### config.mk
export PLATFORM = sky130hd
export DESIGN_NAME = lab_pc_alloc_ctrl
export DESIGN_NICKNAME = d
export VERILOG_FILES = /design/src/rtl/lab_pc_pkg.sv /design/src/rtl/lab_pc_alloc_ctrl_rr_pick.sv /design/src/rtl/lab_pc_alloc_ctrl.sv
export SDC_FILE = /design/constraint.sdc
export NUM_CORES = 1
export LEC_CHECK = 0
export CAP_MARGIN = 10
export CORE_ASPECT_RATIO = 0.8
export CORE_MARGIN = 3
export CORE_UTILIZATION = 35
export DETAILED_ROUTE_END_ITERATION = 8
export PLACE_DENSITY = 0.53
export SLEW_MARGIN = 20
export SYNTH_ARGS = -nofsm -noshare
export SYNTH_HDL_FRONTEND = slang
export SYNTH_SLANG_ARGS = --single-unit
### constraint.sdc
create_clock -name clk -period 7.9 [get_ports clk]
set_input_delay 1.58 -clock clk [delete_from_list [all_inputs] [get_ports clk]]
set_output_delay 1.58 -clock clk [all_outputs]
set_load 0.01 [all_outputs]
### src/rtl/lab_pc_pkg.sv
// lab_pc_pkg: shared FSM states, 7-segment table and popcount for the lab PC allocator
package lab_pc_pkg;
  typedef enum logic {IDLE, GRANT} state_t;
  localparam int MAX_PCS = 9;
  localparam logic [6:0] SEG_TAB [10] = '{
    7'b1111110, 7'b0110000, 7'b1101101, 7'b1111001, 7'b0110011,
    7'b1011011, 7'b1011111, 7'b1110000, 7'b1111111, 7'b1111011
  };
  localparam logic [6:0] SEG_DASH = 7'b0000001;
  function automatic logic [3:0] popcount(input logic [MAX_PCS-1:0] m);
    popcount = '0;
    for (int i = 0; i < MAX_PCS; i++) popcount = popcount + {3'b000, m[i]};
  endfunction
  function automatic logic [6:0] seg_of(input logic [3:0] v);
    return (v < 4'd10) ? SEG_TAB[v] : SEG_DASH;
  endfunction
endpackage

### src/rtl/lab_pc_alloc_ctrl_rr_pick.sv
// lab_pc_rr_pick: first free machine scanning upward from ptr+1 with wrap
module lab_pc_rr_pick #(
  parameter int N_PCS = 5,
  parameter int ID_W = 3
) (
  input  logic [N_PCS-1:0] busy,
  input  logic [ID_W-1:0]  ptr,
  output logic             found,
  output logic [ID_W-1:0]  id
);
  int j;
  always_comb begin
    found = 1'b0;
    id = '0;
    j = 0;
    // descending offset so the nearest free index is written last and wins
    for (int k = N_PCS; k >= 1; k--) begin
      j = (int'(ptr) + k) % N_PCS;
      if (!busy[j]) begin
        found = 1'b1;
        id = ID_W'(j);
      end
    end
  end
endmodule

### src/rtl/lab_pc_alloc_ctrl.sv
// lab_pc_alloc_ctrl: round-robin lab PC allocator with occupancy mask and free-count display
// Optional session auto-release with LAB_PC_TIMEOUT_EN.
module lab_pc_alloc_ctrl
  import lab_pc_pkg::*;
#(
  parameter int N_PCS = 5,
  parameter int ID_W = 3,
  parameter int TIMEOUT_CYCLES = 1000
) (
  input  logic             clk,
  input  logic             rst,
  input  logic             req_valid,
  output logic             req_ready,
  output logic             grant_valid,
  output logic [ID_W-1:0]  grant_id,
  input  logic             rel_valid,
  input  logic [ID_W-1:0]  rel_id,
  output logic             rel_err,
  output logic [N_PCS-1:0] busy,
  output logic [3:0]       free_count,
  output logic             full,
  output logic [6:0]       seg
`ifdef LAB_PC_TIMEOUT_EN
  ,
  output logic             timeout_valid,
  output logic [ID_W-1:0]  timeout_id
`endif
);
  if (N_PCS < 1 || N_PCS > MAX_PCS || (1 << ID_W) < N_PCS || TIMEOUT_CYCLES < 2) begin : g_bad_params
    $error("lab_pc_alloc_ctrl: illegal parameters");
  end
  state_t state_q, state_d;
  logic [N_PCS-1:0] busy_q, busy_d;
  logic [ID_W-1:0] ptr_q, ptr_d, id_q, id_d, pick_id;
  logic rel_err_q, rel_err_d, full_q, full_d, pick_found, accept, rel_ok;
  logic [3:0] free_count_q, free_count_d;
  logic [6:0] seg_q, seg_d;
  lab_pc_rr_pick #(.N_PCS(N_PCS), .ID_W(ID_W)) u_pick (
    .busy(busy_q), .ptr(ptr_q), .found(pick_found), .id(pick_id)
  );
  assign req_ready = (state_q == IDLE) && !full_q;
  assign accept = req_ready && req_valid && pick_found;
  // the machine in its GRANT cycle is already marked busy, so it is excluded explicitly
  assign rel_ok = rel_valid && (int'(rel_id) < N_PCS) && busy_q[rel_id]
                  && !((state_q == GRANT) && (rel_id == id_q));
`ifdef LAB_PC_TIMEOUT_EN
  localparam int CW = $clog2(TIMEOUT_CYCLES + 1);
  logic [CW-1:0] cnt_q [N_PCS];
  logic [CW-1:0] cnt_d [N_PCS];
  logic to_fire, to_valid_q, to_valid_d;
  logic [ID_W-1:0] to_id, to_id_q, to_id_d;
  always_comb begin
    to_fire = 1'b0;
    to_id = '0;
    for (int i = N_PCS - 1; i >= 0; i--) begin
      if (busy_q[i] && cnt_q[i] == CW'(TIMEOUT_CYCLES - 1)) begin
        to_fire = 1'b1;
        to_id = ID_W'(i);
      end
    end
    // expired counters hold at the limit until their machine gets its turn
    for (int i = 0; i < N_PCS; i++)
      cnt_d[i] = (accept && pick_id == ID_W'(i)) ? '0 :
                 (busy_q[i] && cnt_q[i] != CW'(TIMEOUT_CYCLES - 1)) ? cnt_q[i] + 1'b1 : cnt_q[i];
    to_valid_d = to_fire;
    to_id_d = to_fire ? to_id : to_id_q;
  end
  always_ff @(posedge clk) begin
    if (rst) begin
      cnt_q <= '{default: '0};
      to_valid_q <= 1'b0;
      to_id_q <= '0;
    end else begin
      cnt_q <= cnt_d;
      to_valid_q <= to_valid_d;
      to_id_q <= to_id_d;
    end
  end
  assign timeout_valid = to_valid_q;
  assign timeout_id = to_id_q;
`endif
  always_comb begin
    busy_d = busy_q;
    ptr_d = ptr_q;
    id_d = id_q;
    rel_err_d = rel_valid && !rel_ok;
    if (rel_ok) busy_d[rel_id] = 1'b0;
`ifdef LAB_PC_TIMEOUT_EN
    if (to_fire) busy_d[to_id] = 1'b0;
`endif
    if (accept) begin
      busy_d[pick_id] = 1'b1;
      ptr_d = pick_id;
      id_d = pick_id;
    end
    state_d = accept ? GRANT : IDLE;
    free_count_d = 4'(N_PCS) - popcount(MAX_PCS'(busy_d));
    full_d = free_count_d == 4'd0;
    seg_d = seg_of(free_count_d);
  end
  always_ff @(posedge clk) begin
    if (rst) begin
      state_q <= IDLE;
      busy_q <= '0;
      ptr_q <= ID_W'(N_PCS - 1);
      id_q <= '0;
      rel_err_q <= 1'b0;
      free_count_q <= 4'(N_PCS);
      full_q <= 1'b0;
      seg_q <= seg_of(4'(N_PCS));
    end else begin
      state_q <= state_d;
      busy_q <= busy_d;
      ptr_q <= ptr_d;
      id_q <= id_d;
      rel_err_q <= rel_err_d;
      free_count_q <= free_count_d;
      full_q <= full_d;
      seg_q <= seg_d;
    end
  end
  assign grant_valid = state_q == GRANT;
  assign grant_id = id_q;
  assign rel_err = rel_err_q;
  assign busy = busy_q;
  assign free_count = free_count_q;
  assign full = full_q;
  assign seg = seg_q;
endmodule

Word-level counts from Yosys, hierarchy flattened
Memory sizes are Yosys's and may differ from the RTL's.
Cells that the tools add are included.
{"block": "word_totals", "ff_bits": 25, "rom_bits": 112, "input_bits": 7, "output_inout_bits": 23, "memories": 1}
{"memory": "(name not given)", "depth": 16, "word_bits": 7, "read_ports": 1, "rd_ports_with_merged_regs": 0, "wr": 0, "line_no": "lab_pc_pkg.sv:15", "source": "return (v < 4'd10) ? SEG_TAB[v] : SEG_DASH;"}
{"block": "op_classes", "add_sub_neg": 10, "div": 5, "n_lt_le_gt_ge": 12, "n_eq_ne": 1, "n_mux": 37, "bitwise_logic": 6, "reduce_logical": 15}
{"cell": "32-bit by 5-bit less-than comparator with 1-bit output, second input constant", "count": 5}
{"cell": "32-bit by 4-bit remainder unit with 32-bit output, second input constant", "count": 5}
{"cell": "7-bit two-way mux", "count": 3}
{"cell": "1-bit two-way mux", "count": 19}
{"cell": "1-bit binary-select mux with 3-bit select", "count": 6}
{"cell": "3-bit two-way mux", "count": 5}
{"cell": "1-bit logical AND", "count": 10}
{"cell": "5-bit two-way mux", "count": 2}
{"cell": "3-bit by 2-bit adder with 4-bit output, second input constant", "count": 2}
{"cell": "3-bit by 3-bit adder with 4-bit output, second input constant", "count": 2}
{"cell": "3-bit by 4-bit less-than comparator with 1-bit output, second input constant", "count": 2}
{"cell": "1-bit demux with 3-bit select", "count": 2}
{"cell": "3-bit by 1-bit >= comparator with 1-bit output, second input constant", "count": 2}
{"cell": "5-bit AND", "count": 1}
{"cell": "5-bit >= comparator, second input constant", "count": 1}
{"cell": "4-bit NOT with 5-bit output", "count": 1}
{"cell": "5-bit NOT", "count": 1}
{"cell": "5-bit OR", "count": 1}
{"cell": "3-bit by 1-bit adder with 4-bit output", "count": 1}
{"cell": "3-bit by 1-bit adder with 4-bit output, second input constant", "count": 1}
{"cell": "4-bit by 1-bit adder with 4-bit output", "count": 1}
{"cell": "4-bit logical NOT", "count": 1}
{"cell": "4-bit less-than comparator, second input constant", "count": 1}
{"cell": "3-bit by 4-bit subtractor with 4-bit output, first input constant", "count": 1}
{"cell": "7 further kinds", "count": 10}

Depth between registers and ports, before layout
Gate-level depths: netlist (run 1).
{"block": "logic_depth", "word_depth": 26, "ltp_mapped": 28, "ltp_nobuf": 27}

Modules after synthesis
Synthesis (run 1) repeated with hierarchy kept, for this count alone.
{"block": "unflattened", "cells_unflattened": 380, "area_unflattened_um2": 2945.3}
{"mod": "lab_pc_rr_pick", "instances": 1, "cells_each": 258, "area_each_um2": 1835.5}
{"mod": "lab_pc_alloc_ctrl", "instances": 1, "cells_each": 122, "area_each_um2": 1109.8}

Worst setup path after synthesis (run 1)
OpenSTA, ideal clock, no wires.
{"block": "synth_path", "path_kind": "flip-flop to flip-flop", "start": "register ptr_q[0]", "end": "register seg_q[3] (netlist: seg[3])", "setup_time_ns": 0.126, "arrival_ns": 6.583, "required_ns": 7.774, "path_slack_ns": 1.190, "path_stages_with_launch": 27, "n_path_buf": 1, "synth_period_minus_slack_ns": 6.710, "path_cell_list": "dfxtp_1 -> buf_2 -> clkinv_1 -> ha_1 -> xnor2_2 -> inv_1 -> ha_1 -> or2_2 -> o211ai_1 -> and2_1 -> inv_1 -> ha_1 -> mux4_2 -> a221o_1 -> o22ai_2 -> inv_1 -> a41o_1 -> nor3b_2 -> a21boi_0 -> fa_1 -> ha_1 -> fa_1 -> inv_1 -> ha_1 -> inv_1 -> a21oi_1 -> o21ai_0"}
{"block": "synth_via", "elab_chain_len": 26}
{"item": "start, declared", "line_no": "lab_pc_alloc_ctrl.sv:34", "source": "logic [ID_W-1:0] ptr_q, ptr_d, id_q, id_d, pick_id;"}
{"item": "start signal, assigned", "line_no": "lab_pc_alloc_ctrl.sv:105", "source": "ptr_q <= ID_W'(N_PCS - 1);"}
{"item": "start signal, assigned", "line_no": "lab_pc_alloc_ctrl.sv:114", "source": "ptr_q <= ptr_d;"}
{"item": "3-bit by 3-bit adder with 4-bit output", "line_no": "lab_pc_alloc_ctrl_rr_pick.sv:18", "source": "j = (int'(ptr) + k) % N_PCS;"}
{"item": "32-bit by 4-bit remainder unit with 32-bit output", "line_no": "lab_pc_alloc_ctrl_rr_pick.sv:18"}
{"item": "1-bit binary-select mux with 3-bit select", "line_no": "lab_pc_alloc_ctrl_rr_pick.sv:19", "source": "if (!busy[j]) begin"}
{"item": "1-bit two-way mux (implied by the code) (2 in series)", "line_no": "lab_pc_alloc_ctrl_rr_pick.sv:19"}
{"item": "3-bit two-way mux (5 in series)", "line_no": "lab_pc_alloc_ctrl_rr_pick.sv:19"}
{"item": "3-bit by 4-bit less-than comparator with 1-bit output (implied by the code) / 3-bit by 1-bit >= comparator with 1-bit output (equally long branches)", "line_no": "lab_pc_alloc_ctrl.sv:92", "source": "busy_d[pick_id] = 1'b1;"}
{"item": "1-bit logical AND (implied by the code)", "line_no": "lab_pc_alloc_ctrl.sv:92"}
{"item": "1-bit two-way mux (implied by the code)", "line_no": "lab_pc_alloc_ctrl.sv:92"}
{"item": "[5 not listed]"}
{"item": "3-bit by 1-bit adder with 4-bit output", "line_no": "lab_pc_pkg.sv:12", "source": "for (int i = 0; i < MAX_PCS; i++) popcount = popcount + {3'b000, m[i]};"}
{"item": "4-bit by 1-bit adder with 4-bit output *", "line_no": "lab_pc_pkg.sv:12"}
{"item": "3-bit by 4-bit subtractor with 4-bit output *", "line_no": "lab_pc_alloc_ctrl.sv:97", "source": "free_count_d = 4'(N_PCS) - popcount(MAX_PCS'(busy_d));"}
{"item": "via free_count_d[1]", "line_no": "lab_pc_alloc_ctrl.sv:36", "source": "logic [3:0] free_count_q, free_count_d;"}
{"item": "4-bit NOT with 5-bit output (implied by the code)", "line_no": "lab_pc_pkg.sv:15"}
{"item": "memory 16 x 7 bit"}
{"item": "7-bit two-way mux (implied by the code) (2 in series)", "line_no": "lab_pc_pkg.sv:15"}
{"item": "7-bit two-way mux *", "line_no": "lab_pc_pkg.sv:15"}
{"item": "end signal, assigned", "line_no": "lab_pc_alloc_ctrl.sv:110", "source": "seg_q <= seg_of(4'(N_PCS));"}
{"item": "end signal, assigned", "line_no": "lab_pc_alloc_ctrl.sv:119", "source": "seg_q <= seg_d;"}
{"item": "end, declared", "line_no": "lab_pc_alloc_ctrl.sv:37", "source": "logic [6:0] seg_q, seg_d;"}
Mark *: on every way through the listed nets, which the timed path passes. The rest lies on a longest branch. The select of a mux whose other input is x is not followed.
A chain may end at the register's enable or synchronous reset.

Worst setup path after layout (run 1)
{"block": "layout_path", "start": "register ptr_q[1]", "end": "register seg_q[3] (netlist: seg[3])"}
The elaborated chain is that of the path after synthesis.

==> results of run 1 <==
==> stage by stage <==
stage | utilization (%) | hold slack [ns]
detailed placement | 40.2 | 0.603
global placement | 40.2 | 0.578
finish | 41.1 | 0.617
global route | 41.1 | 0.722
floorplan | - | 0.579
CTS | 41.1 | 0.615
==> cells in the final DEF (no fill, tap or decap), types with 4 or more instances in the layout <==
cell,Yosys,final
sky130_fd_sc_hd__or3_1,4,4
sky130_fd_sc_hd__a211oi_1,10,10
sky130_fd_sc_hd__nand3_1,8,8
sky130_fd_sc_hd__o211ai_1,9,9
sky130_fd_sc_hd__clkdlybuf4s50_1,0,28
sky130_fd_sc_hd__a21boi_0,5,5
sky130_fd_sc_hd__o31ai_1,4,4
sky130_fd_sc_hd__buf_4,4,4
sky130_fd_sc_hd__nand2b_1,17,17
sky130_fd_sc_hd__o21ai_0,21,21
sky130_fd_sc_hd__o21a_1,4,4
sky130_fd_sc_hd__dfxtp_1,22,22
sky130_fd_sc_hd__or2_2,4,4
sky130_fd_sc_hd__inv_1,23,23
sky130_fd_sc_hd__nand2_1,23,23
sky130_fd_sc_hd__ha_1,35,35
sky130_fd_sc_hd__mux2_2,5,5
sky130_fd_sc_hd__mux2i_1,12,12
sky130_fd_sc_hd__a21oi_1,23,23
sky130_fd_sc_hd__nor3_1,5,5
sky130_fd_sc_hd__xnor2_1,7,7
sky130_fd_sc_hd__nor3b_1,4,4
sky130_fd_sc_hd__nor2_1,31,31
==> worst max-delay path, delay by kind of cell, from the launching register on <==
kind | cells | cell delay, ns
buffers and inverters | 6 | 0.77
flip-flops | 1 | 0.58
AO/OA/AOI/OAI | 7 | 1.60
AND/OR/NAND/NOR | 3 | 0.82
multiplexers | 1 | 0.50
adder cells (fa/ha/maj) | 7 | 2.76
==> cell families after synthesis <==
kind of cell | after synthesis | share of synthesized area [%]
AOI/OAI and AO/OA | 126 | 30.2
buffers and inverters | 51 | 7.12
other | 1 | 0.121
xor gates and xnor gates | 10 | 3.66
and+or+nand+nor | 121 | 20.6
DFF | 22 | 14.2
adders and majority gates | 37 | 15.4
muxes | 22 | 8.77
==> routing by layer <==
layer | track usage [%] | part of all wire, % | vias up
li1 | - | - | 1478
met3 | 1.74 | 6.4 | 8
met4 | 4.36 | 1.4 | 0
met1 | 26.3 | 51 | 1355
met2 | 24.3 | 42 | 76
met5 | 0 | 0 | -
==> area by class of cell <==
class | count | area (sq um)
Multi-Input combinational cell | 317 | 2450
Inverter | 28 | 105
Fill cell | 858 | 5040
Timing Repair Buffer | 32 | 310
Sequential cell | 22 | 440
Clock inverter | 1 | 30.0
Clock buffer | 3 | 41.3
Tap cell | 112 | 140
==> worst max-delay path by stage <==
stage                     startpoint                 to  slack, ns  depth (start not counted)
6_report       ptr_q[1]$_SDFFE_PP0N_  seg[3]$_SDFF_PP1_       0.74                         24
5_1_grt        ptr_q[1]$_SDFFE_PP0N_  seg[3]$_SDFF_PP1_       0.09                         24
4_1_cts        ptr_q[1]$_SDFFE_PP0N_  seg[3]$_SDFF_PP1_       0.73                         24
3_5_place_dp   ptr_q[1]$_SDFFE_PP0N_  seg[3]$_SDFF_PP1_       0.81                         24
3_3_place_gp   ptr_q[2]$_SDFFE_PP1N_  seg[3]$_SDFF_PP1_       0.96                         22
2_1_floorplan  ptr_q[0]$_SDFFE_PP0N_  seg[3]$_SDFF_PP1_       1.19                         26
==> flip-flops by register name (all words and copies together), names as in the netlist <==
signal / cells
busy: 5
free_count: 3
full: 1
rel_err: 1
seg: 7
grant_valid: 1
grant_id: 1
ptr_q: 3
==> reports/results.md, run 1 <==
| Stage | Metric | Value |
| --- | --- | --- |
| outcome | Run status | finished, final reports clean |
| worst setup path | Crit Path Category | reg2reg |
| logic synthesis | Most instantiated library cell after synthesis | sky130_fd_sc_hd__ha_1 |
| place | IO Port Bufs | 28 |
| floorplanning | Initial cell density of the core | 36.3% |
| grt | Largest net degree at the start of global routing | 35 |
| worst setup path | Startpoint of the worst-slack reg-to-reg timing path | ptr_q[1]$_SDFFE_PP0N_ |
| logic synthesis | Area share of the largest cell type after synthesis | 14.2% |
| logic synthesis | Top FF cell, synth | sky130_fd_sc_hd__dfxtp_1 |
| timing | Number of endpoints with negative hold slack in the final report | 0 |
| clock tree | CTS sink cnt | 22 |
| drt | Number of vias in the routed layout | 2917 |
| final layout | Diode count | 0 |
| grt | Number of global-route vias before repair | 2707 |
| timing | Slew HR | 50.4% |
| logic synthesis | Proportion of register bits with asynchronous set or reset after synthesis | 0% |
| clock tree | CTS Hold Bufs | 0 |
| clock tree | Clock root cell | sky130_fd_sc_hd__clkbuf_8 |
| drt | Number of detailed-routing iterations run before antenna repair | 4 |
| timing | Number of slew-limit violations in the final report | 0 |
| job | Max cap viols | 0 |
| hold path | Tightest Hold Check Type | reg2reg |
| floorplanning | Horiz. Die Dim | 111 microns |
| hold path | Hold endpoint | grant_id[2]$_SDFFE_PP0N_ |
| worst setup path | Path depth of the worst reg2reg path | 24 |
| grt | Total Routing Usage GR | 16.8% |
| logic synthesis | Ranking of synthesized cells by instance count | sky130_fd_sc_hd__ha_1, sky130_fd_sc_hd__nor2_1, sky130_fd_sc_hd__a21oi_1, sky130_fd_sc_hd__inv_1, sky130_fd_sc_hd__nand2_1 |
| timing | Smallest setup slack after layout | 0.744 ns |
| floorplanning | Standard-cell rows | 30 |
| logic synthesis | Count of different cell masters after synthesis | 78 |
| timing | Clk_skew | 0.00449 ns |
| timing | Post-layout min period | 7.16 ns |
| place | Minimum setup slack after placement | 0.808 ns |
| place | # placed instances | 511 |
| drt | Post-DR vias/cell | 5.66 |
| final layout | Design area | 3520 sq um |
| clock tree | Skew-Pair Late Insertion Delay | 0.28 ns |
| drt | Routed length per instance | 16.5 microns |
| floorplanning | Die area | 10100 sq um |
| worst setup path | Ordered list of cells on the worst path | inv_1, ha_1, inv_1, ha_1, or2_2, o211ai_1, and2_1, inv_1, ha_1, mux4_2, a221o_1, o22ai_2, inv_1, a41o_1, nor3_1, a21boi_0, fa_1, ha_1, fa_1, inv_1, ha_1, inv_1, a21oi_1, o21ai_0 |
| worst setup path | Critical path's slowest cell | sky130_fd_sc_hd__fa_1 |
| place | Placed standard-cell area | 3440 sq um |
| clock tree | Post CTS Setup Buffer Count | 0 |
| timing | Maximum frequency from static timing analysis | 140 MHz |
| logic synthesis | Cell count after synthesis | 390 |
| clock tree | Worst-path clk slew | 0.09 ns |
| timing | Final cycle utilization of the critical path | 90.6% |
| clock tree | Number of H-tree branching levels | 1 |
| grt | First-pass GRT wire length | 14100 microns |
| floorplanning | Die height | 90.3 microns |
| final layout | Post-route insts no fill | 515 |
| logic synthesis | Top cells by area, synth | sky130_fd_sc_hd__dfxtp_1, sky130_fd_sc_hd__ha_1, sky130_fd_sc_hd__mux2i_1 |
| logic synthesis | Mapped Nets | 434 |
| worst setup path | Critical path endpoint category | register |
| drt | Post-route antenna net violation count | 0 |
| grt | Initial antenna violation count | 0 |
| worst setup path | Worst reg2reg setup slack | 0.74 ns |
| worst setup path | WP data arrival | 7.31 ns |
| place | Half-perimeter wire length after placement | 6450 microns |
| timing | Worst Max-Slew Pin Slew | 0.735 ns |
| hold path | Number of stages on the worst hold path | 2 |
| worst setup path | Startpoint class of the critical path | register |
| worst setup path | Highest cell delay on the worst timing path | 0.59 ns |
| final layout | Area added between synthesis and finish | 13.0% |
| logic synthesis | Synthesized flop and latch total | 22 |
| worst setup path | Required time of the critical path | 8.06 ns |
| drt | Wire length after detailed routing | 8500 microns |
| logic synthesis | Register area share after synthesis | 14.2% |
| timing | Setup violators final | 0 |
| logic synthesis | Largest area contributor in the netlist | sky130_fd_sc_hd__dfxtp_1 |
| clock tree | TritonCTS buffer count | 3 |
| timing | Setup repair after global routing missed its margin | no |
| worst setup path | Most common cell type on the critical path | sky130_fd_sc_hd__inv_1 |
| worst setup path | Destination of the worst register-to-register timing path | seg[3]$_SDFF_PP1_ |
| logic synthesis | Post-synthesis instance area | 3110 sq um |
| final layout | Share of final-layout standard cells stronger than drive strength 1 | 10.2% |
| logic synthesis | Mean instance size in the synthesized netlist | 7.98 sq um |
| floorplanning | Floorplan Core Area | 8560 sq um |
| clock tree | Number of gates resized after CTS | 0 |
| drt | Initial DRC Count | 262 |
| final layout | Number of nets in the layout | 448 |
| drt | Remaining routing DRC violations | 0 |
| hold path | Hold Path Origin | grant_id[2]$_SDFFE_PP0N_ |
| clock tree | CTS tree | built |
| timing | Final TNS setup | 0 ns |
| floorplanning | Top-Level Pins | 30 |
| worst setup path | Maximum net fanout on the critical path | 13 |
| logic synthesis | Warning count from the yosys run | 0 |
| logic synthesis | Count of flip-flops with a built-in enable after synthesis | 0 |
| clock tree | Maximum clock path buffer count | 2 |
| grt | Remaining global-route overflow | 0 |
| place | Placer congestion estimate | 0.826 |
Power of run 1 is left out: the tool's default activity adds up to more than one toggle a clock period on the data nets, which glitch-free logic cannot reach.
==> inputs of run 2 (changes only) <==
--- a/config.mk
+++ b/config.mk
@@ -6,11 +6,12 @@
 export NUM_CORES = 1
 export LEC_CHECK = 0
 export CAP_MARGIN = 10
-export CORE_ASPECT_RATIO = 0.8
+export CELL_PAD_IN_SITES_DETAIL_PLACEMENT = 1
+export CELL_PAD_IN_SITES_GLOBAL_PLACEMENT = 1
 export CORE_MARGIN = 3
 export CORE_UTILIZATION = 35
 export DETAILED_ROUTE_END_ITERATION = 8
-export PLACE_DENSITY = 0.53
+export PLACE_DENSITY_LB_ADDON = 0.05
 export SLEW_MARGIN = 20
 export SYNTH_ARGS = -nofsm -noshare
 export SYNTH_HDL_FRONTEND = slang
==> reports/results.md, run 2 (synthesized netlist as in run 1, its figures left out) <==
| Stage | Metric | Value |
| --- | --- | --- |
| worst setup path | Required time of the critical path | 8.04 ns |
| hold path | Number of stages on the worst hold path | 2 |
| final layout | Fill cell instance count of the final layout | 1024 |
| clock tree | Number of H-tree branching levels | 1 |
| final layout | Number of nets in the layout | 449 |
| timing | Post-layout min period | 7.07 ns |
| floorplanning | Die height | 100 microns |
| drt | Routed length per instance | 18.7 microns |
| outcome | Run status | finished, final reports clean |
| drt | Post-route antenna net violation count | 0 |
| clock tree | Worst-path clk slew | 0.09 ns |
| worst setup path | WP data arrival | 7.21 ns |
| worst setup path | Startpoint class of the critical path | register |
| timing | Maximum frequency from static timing analysis | 141 MHz |
| place | Half-perimeter wire length after placement | 7340 microns |
| clock tree | Clock root cell | sky130_fd_sc_hd__clkbuf_8 |
| floorplanning | Floorplan Core Area | 8420 sq um |
| timing | Slew HR | 43.5% |
| floorplanning | Initial cell density of the core | 36.9% |
| timing | Final TNS setup | 0 ns |
| grt | Remaining global-route overflow | 0 |
| clock tree | CTS sink cnt | 22 |
| floorplanning | Die area | 10100 sq um |
| final layout | Share of final-layout standard cells stronger than drive strength 1 | 10.2% |
| drt | Wire length after detailed routing | 9500 microns |
| place | IO Port Bufs | 28 |
| worst setup path | Critical path endpoint category | register |
| grt | Initial antenna violation count | 0 |
| final layout | Area added between synthesis and finish | 12.0% |
| timing | Number of endpoints with negative hold slack in the final report | 0 |
| place | Placer congestion estimate | 0.792 |
| worst setup path | Maximum net fanout on the critical path | 15 |
| floorplanning | Top-Level Pins | 30 |
| drt | Initial DRC Count | 113 |
| timing | Worst Max-Slew Pin Slew | 0.836 ns |
| final layout | Most used cells in the layout excluding fill and tap cells | sky130_fd_sc_hd__ha_1, sky130_fd_sc_hd__nor2_1, sky130_fd_sc_hd__clkdlybuf4s50_1 |
| hold path | Tightest Hold Check Type | reg2reg |
| final layout | Most common cell after layout, fill and taps aside | sky130_fd_sc_hd__ha_1 |
| clock tree | Post CTS Setup Buffer Count | 0 |
| grt | First-pass GRT wire length | 15900 microns |
| floorplanning | Horiz. Die Dim | 100 microns |
| timing | Final cycle utilization of the critical path | 89.5% |
| job | Max cap viols | 0 |
| final layout | Post-layout util | 41.4% |
| grt | Total Routing Usage GR | 19.5% |
| drt | Remaining routing DRC violations | 0 |
| clock tree | Maximum clock path buffer count | 2 |
| timing | Number of slew-limit violations in the final report | 0 |
| grt | Largest net degree at the start of global routing | 23 |
| timing | Setup repair after global routing missed its margin | no |
| final layout | Storage cell area | 440 sq um |
| drt | Number of detailed-routing iterations run before antenna repair | 4 |
| worst setup path | Path depth of the worst reg2reg path | 25 |
| drt | Number of vias in the routed layout | 2927 |
| drt | Post-DR vias/cell | 5.76 |
| timing | Clk_skew | 0.0126 ns |
| final layout | Area used by multi-input combinational logic | 2450 sq um |
| final layout | Diode count | 0 |
| worst setup path | Crit Path Category | reg2reg |
| floorplanning | Standard-cell rows | 33 |
| clock tree | TritonCTS buffer count | 3 |
| clock tree | Skew-Pair Late Insertion Delay | 0.27 ns |
| clock tree | CTS Hold Bufs | 0 |
| clock tree | Number of gates resized after CTS | 0 |
| final layout | Max FFs per register | 7 |
| timing | Setup violators final | 0 |
| clock tree | CTS tree | built |
| grt | Number of global-route vias before repair | 2994 |
run 2: path summary, 6_finish.rpt:
| kind | slack, ns | startpoint | end |
|---|---|---|---|
| min reg2reg | 0.62 | grant_id[2]$_SDFFE_PP0N_ | grant_id[2]$_SDFFE_PP0N_ |
| max | 0.83 | ptr_q[0]$_SDFFE_PP0N_ | seg[3]$_SDFF_PP1_ |
| max reg2reg | 0.83 | ptr_q[0]$_SDFFE_PP0N_ | seg[3]$_SDFF_PP1_ |
| min | 0.62 | grant_id[2]$_SDFFE_PP0N_ | grant_id[2]$_SDFFE_PP0N_ |
run 2: metal layers:
| metal | up-vias | GRT usage (%) | share of wire (%) |
|---|---|---|---|
| li1 | 1467 | - | - |
| met3 | 11 | 2.36 | 2.9 |
| met5 | - | 0 | 0 |
| met4 | 0 | 3.21 | 1.2 |
| met1 | 1416 | 29.6 | 53 |
| met2 | 33 | 29.9 | 43 |
run 2: final cells by class:
cell class / instances / area share, %
Multi-Input combinational cell: 317 / 70.3
Sequential cell: 22 / 12.6
Timing Repair Buffer: 33 / 9.12
Tap cell: 105 / 3.77
Inverter: 28 / 3.02
Clock buffer: 3 / 1.18
run 2: critical path, stage by stage, from the launching register on:
cell,delay (ns)
sky130_fd_sc_hd__dfxtp_1,0.36
sky130_fd_sc_hd__buf_4,0.22
sky130_fd_sc_hd__clkinv_1,0.12
sky130_fd_sc_hd__ha_1,0.57
sky130_fd_sc_hd__inv_1,0.22
sky130_fd_sc_hd__ha_1,0.26
sky130_fd_sc_hd__or2_2,0.30
sky130_fd_sc_hd__o211ai_1,0.24
sky130_fd_sc_hd__and2_1,0.19
sky130_fd_sc_hd__inv_1,0.07
sky130_fd_sc_hd__ha_1,0.33
sky130_fd_sc_hd__mux4_2,0.51
sky130_fd_sc_hd__a221o_1,0.38
sky130_fd_sc_hd__o22ai_2,0.25
sky130_fd_sc_hd__o211ai_1,0.15
sky130_fd_sc_hd__o211a_1,0.20
sky130_fd_sc_hd__or2_1,0.28
sky130_fd_sc_hd__a21boi_0,0.31
sky130_fd_sc_hd__fa_1,0.48
sky130_fd_sc_hd__ha_1,0.21
sky130_fd_sc_hd__fa_1,0.58
sky130_fd_sc_hd__inv_1,0.12
sky130_fd_sc_hd__ha_1,0.29
sky130_fd_sc_hd__inv_1,0.03
sky130_fd_sc_hd__a21oi_1,0.14
sky130_fd_sc_hd__o21ai_0,0.10
run 2: through the flow:
step | std cells | hold WS, ns | setup WS, ns | area, sq um
2_1_floorplan | 390 | 0.579 | 1.19 | 3110
3_3_place_gp | 505 | 0.596 | 1.10 | 3440
3_5_place_dp | 505 | 0.610 | 0.842 | 3440
4_1_cts | 508 | 0.625 | 0.795 | 3480
5_1_grt | 508 | 0.636 | 0.226 | 3480
6_report | 508 | 0.624 | 0.833 | 3480
Power of run 2 is left out for the same reason.
